===== config.mk =====
export PLATFORM = sky130hd
export DESIGN_NAME = psum_drain
export DESIGN_NICKNAME = d
export VERILOG_FILES = /design/src/rtl/psum_drain.sv
export SDC_FILE = /design/constraint.sdc
export NUM_CORES = 1
export LEC_CHECK = 0
export CORE_ASPECT_RATIO = 0.5
export CORE_UTILIZATION = 50
export CTS_CLUSTER_SIZE = 8
export DETAILED_ROUTE_END_ITERATION = 12
export GPL_ROUTABILITY_DRIVEN = 1
export HOLD_SLACK_MARGIN = 0.06
export MAX_ROUTING_LAYER = met4
export PLACE_DENSITY = 0.68
export SYNTH_ARGS = -nofsm -noshare
export SYNTH_HDL_FRONTEND = slang
export SYNTH_SLANG_ARGS = --single-unit

===== constraint.sdc =====
create_clock -name clk -period 6.1 [get_ports clk]
set_input_delay 0.61 -clock clk [delete_from_list [all_inputs] [get_ports clk]]
set_output_delay 0.61 -clock clk [all_outputs]
set_load 0.02 [all_outputs]

===== src/rtl/psum_drain.sv =====
// rtl/psum_drain.sv - queues psum vectors and drains them one column per beat
// Optional build macro: PSUM_DRAIN_RELU_EN clamps negative columns to zero.
module psum_drain #(
    parameter int col     = 8,
    parameter int bw      = 8,
    parameter int bw_psum = 2 * bw + 3,
    parameter int depth   = 4
) (
    input  logic                     clk,
    input  logic                     reset,
    input  logic [col*bw_psum-1:0]   psum_in,
    input  logic                     in_valid,
    output logic                     in_ready,
    output logic [bw_psum-1:0]       out_data,
    output logic [$clog2(col)-1:0]   out_col,
    output logic                     out_last,
    output logic                     out_valid,
    input  logic                     out_ready,
    output logic [15:0]              frame_cnt
);
    localparam int cw = $clog2(col);
    localparam int aw = $clog2(depth);
    localparam logic [0:0] st_idle  = 1'b0;
    localparam logic [0:0] st_shift = 1'b1;
    localparam logic [aw:0] full_lvl = (aw + 1)'(depth);
    localparam logic [cw-1:0] last_idx = cw'(col - 1);

    logic [col*bw_psum-1:0] mem_q [depth];
    logic [aw-1:0]          wr_ptr_q, wr_ptr_d, rd_ptr_q, rd_ptr_d;
    logic [aw:0]            count_q, count_d;
    logic [0:0]             state_q, state_d;
    logic [cw-1:0]          col_q, col_d;
    logic [col*bw_psum-1:0] hold_q, hold_d;
    logic [15:0]            frame_q, frame_d;

    logic full, empty, push, pop, hs, last_col, fin;
    logic [bw_psum-1:0] sel_col;

    always_comb begin
        full     = (count_q == full_lvl);
        empty    = (count_q == '0);
        push     = in_valid && !full;
        last_col = (col_q == last_idx);
        hs       = (state_q == st_shift) && out_ready;
        fin      = hs && last_col;
        // A finishing beat refills straight from the FIFO so frames stream without a bubble.
        pop      = !empty && ((state_q == st_idle) || fin);

        wr_ptr_d = push ? wr_ptr_q + 1'b1 : wr_ptr_q;
        rd_ptr_d = pop ? rd_ptr_q + 1'b1 : rd_ptr_q;
        count_d  = count_q + {{aw{1'b0}}, push} - {{aw{1'b0}}, pop};

        state_d = state_q;
        col_d   = col_q;
        hold_d  = hold_q;
        frame_d = frame_q;
        if (fin) begin
            frame_d = frame_q + 16'd1;
            state_d = st_idle;
            col_d   = '0;
        end else if (hs) begin
            col_d = col_q + 1'b1;
        end
        if (pop) begin
            hold_d  = mem_q[rd_ptr_q];
            col_d   = '0;
            state_d = st_shift;
        end
    end

    always_ff @(posedge clk) begin
        if (push) begin
            mem_q[wr_ptr_q] <= psum_in;
        end
    end

    always_ff @(posedge clk) begin
        if (!reset) begin
            wr_ptr_q <= '0;
            rd_ptr_q <= '0;
            count_q  <= '0;
            state_q  <= st_idle;
            col_q    <= '0;
            hold_q   <= '0;
            frame_q  <= '0;
        end else begin
            wr_ptr_q <= wr_ptr_d;
            rd_ptr_q <= rd_ptr_d;
            count_q  <= count_d;
            state_q  <= state_d;
            col_q    <= col_d;
            hold_q   <= hold_d;
            frame_q  <= frame_d;
        end
    end

    always_comb begin
        sel_col = hold_q[int'(col_q)*bw_psum +: bw_psum];
`ifdef PSUM_DRAIN_RELU_EN
        if (sel_col[bw_psum-1]) begin
            sel_col = '0;
        end
`endif
    end

    assign in_ready  = !full;
    assign out_valid = (state_q == st_shift);
    assign out_data  = out_valid ? sel_col : '0;
    assign out_col   = col_q;
    assign out_last  = last_col && out_valid;
    assign frame_cnt = frame_q;

endmodule

==> flow_summary.toml <==
[run_status]
status = "completed"

[power]
clkPwrFrac_pct = 34.1
leakagePower_nw = 11.3
seq_power_share_pct = 44.4
internal_power_mw = 11.6
switching_share_pct = 28.4
power_density_nw_per_um2 = 456
comb_power_share_pct = 21.5
vdd_drop_max_uv = 349
switchingPower_mw = 4.59

[placed_design]
place_congestion = 0.816
numPortBuffers = 196
hpwlAfterDp_microns = 38500
placed_area_sq_um = 32300
dp_cells = 2569

[clocking]
cts_inserted_buffers = 108
clock-sinks = 787
postCtsHoldBufs = 0
clk_pin_slew_ns = 0.05
cts_resized = 0
cts_tree = "yes"
h-tree-depth = 3
cts_root_buf = "clkbuf_16"
cts.path.max_buffers = 3
postCtsSetupRepairBufs = 0
clkLatencyLatePin_ns = 0.65

[routing]
route.detailed.drc = 0
ant_nets = 0
drtIter0Drc = 1651
num_vias = 15700
routedWlPerCell_microns = 24.0
drt_wl_total_microns = 66400
viasPerCell = 5.67
firstDrtPassIters = 5

[die]
die_area_sq_um = 60300
dieHeight_microns = 174
die_w_microns = 346
io_pins = 197
coreArea_sq_um = 57900
rows = 62
start_util_pct = 51.2

[worst_setup_path]
crit_path_top_delay_cell = "mux4_2"
crit_type = "register to output pin"
required_ns = 5.49
crit_chain = "buf_4 > mux4_2 > mux2i_1 > nor2b_1 > clkdlybuf4s50_1"
worstSetupStartpointType = "register"
worstPathArrival_ns = 3.23
reg2regPathDepth = 5
slowest_delay_ns = 0.64
endpoint_kind = "output pin"
crit_fanout = 36

[synthesis]
ys_seq_area_share_pct = 73.7
synth-compound-area-share_pct = 2.73
yosys_warnings = 0
postSynthNetCount = 1857
synthMuxAreaShare_pct = 15.2
synth_top_cell_by_area = "edfxtp_1"
synth_xor_xnor_area_share_pct = 0.443
synth_top_family_by_area = "multiplexers"
synth-edff-count = 608
yosysUniqueCellTypes = 36
synth_top_area_share_pct = 61.6
synth_adder_area_share_pct = 0.447
avgSynthCellArea_sq_um = 17.5
synth_flop_cell = "edfxtp_1"
async_reset_ff_share_pct = 0
synthTopCellsByArea = "edfxtp_1 62%, mux4_2 14%, dfxtp_1 12%, nand2_1 4.0%, a21oi_1 2.7%"
yosys.area_share.simple_pct = 5.62
synthCells = 1691
synth-seq-cells = 787
synth_area_sq_um = 29600

[sta]
hold_violations = 0
max_clock_freq_ghz = 0.261
finalSetupViolations = 0
worstMarginPinSlew_ns = 1.13
finalSetupTns_ns = 0
slew_headroom_pct = 24.7
maxSlewViolCount = 0
fin_crit_sh_pct = 62.9
layout_min_cycle_time_ns = 3.84
grt_setup_unrepaired = "false"
clock_skew_ns = 0.0281
whs_ns = 0.452

[finish]
nets = 2077
stdcell_count = 2765
mostFrequentLayoutCells = "608 x edfxtp_1, 314 x nand2_1, 196 x clkdlybuf4s50_1, 190 x mux4_2, 175 x dfxtp_1"
layout-drive-gt1-share_pct = 16.7
area_growth_pct = 19.5
postLayoutCellArea_sq_um = 35400
final_common_cell = "edfxtp_1"

[global_routing]
grt_pass1_vias = 15500
grt_pass1_wl_microns = 100000
antenna_found_initial = 4
gr-usage-all-layers_pct = 23.1
grt_max_degree = 154
grt_overflow = 0

[min_path]
hold_depth = 2
hold_class = "register to register"

[job]
maxCapViolCount = 0
==> layer usage <==
layer	vias up	global-route usage, %	share of wire, %
met5	-	-	0
met4	0	5.83	1.7
met3	79	5.84	8.4
met2	568	32.2	45
met1	8057	33.9	45
li1	6987	-	-
==> critical path: cells and delay by family, from the launching register on <==
| family | cells | cell delay [ns] |
|---|---|---|
| flops | 1 | 0.45 |
| simple gates | 1 | 0.11 |
| buf+inv | 2 | 1.18 |
| mux | 2 | 0.80 |
==> synth_stat cells, types with 7 or more instances <==
cell type / count
edfxtp_1: 608
nand2_1: 314
mux4_2: 190
dfxtp_1: 179
a21oi_1: 158
buf_2: 38
clkbuf_1: 33
mux2i_1: 23
nor2_1: 20
nor2b_1: 19
buf_4: 11
buf_6: 9
ha_1: 9
xnor2_1: 9
buf_1: 8
nand4_1: 7
==> power groups by stage <==
| stage | Clock, mW | Sequential [mW] | Combinational (mW) |
|---|---|---|---|
| after floorplan | 0 | 6.99 | 2.63 |
| after global placement | 0 | 7.22 | 3.47 |
| after detailed placement | 0 | 7.25 | 3.49 |
| after CTS | 5.61 | 7.16 | 3.52 |
| after global routing | 5.86 | 7.24 | 3.76 |
| final | 5.51 | 7.17 | 3.47 |
==> path summary, 6_finish.rpt <==
kind                                  start           to  slack (ns)
worst max register to register    out_valid  hold_q[146]        2.84
worst min-delay path            hold_q[123]  hold_q[123]        0.45
worst min register to register  hold_q[123]  hold_q[123]        0.45
worst max-delay path             out_col[0]  out_data[3]        2.26
==> through the flow <==
stage	power, mW	utilization (%)	setup WS (ns)
floorplan	9.62	-	1.33
global placement	10.7	55.7	2.75
detailed placement	10.7	55.7	2.75
CTS	16.3	61.1	2.21
global route	16.9	61.1	2.08
finish	16.2	61.1	2.26
==> cell families (layout without fill, tap and decap cells) <==
group | Yosys count | count (layout)
flip-flops | 787 | 787
AND/OR/NAND/NOR | 398 | 398
multiplexers | 213 | 213
AO/OA/AOI/OAI | 161 | 161
buffers and inverters | 107 | 411
XOR/XNOR | 15 | 15
adder cells (fa/ha/maj) | 10 | 10
other | 0 | 2
==> state kept, by name (all words and copies together), names as in the netlist <==
signal and cells:
mem_q 608, hold_q 152, frame_cnt 16, count_q 3, out_col 3, rd_ptr_q 2, wr_ptr_q 2, out_valid 1
==> layout make-up <==
| cell class | count | area, sq um |
|---|---|---|
| tap | 768 | 961 |
| sequential | 787 | 21900 |
| antenna | 2 | 5.00 |
| clock buffer | 190 | 3100 |
| timing repair buffer | 209 | 2150 |
| fill | 4172 | 22500 |
| clock inverter | 4 | 52.6 |
| multi-input combinational | 797 | 7270 |
| inverter | 8 | 37.5 |
No activity file was read; power rests on OpenSTA's default activity.
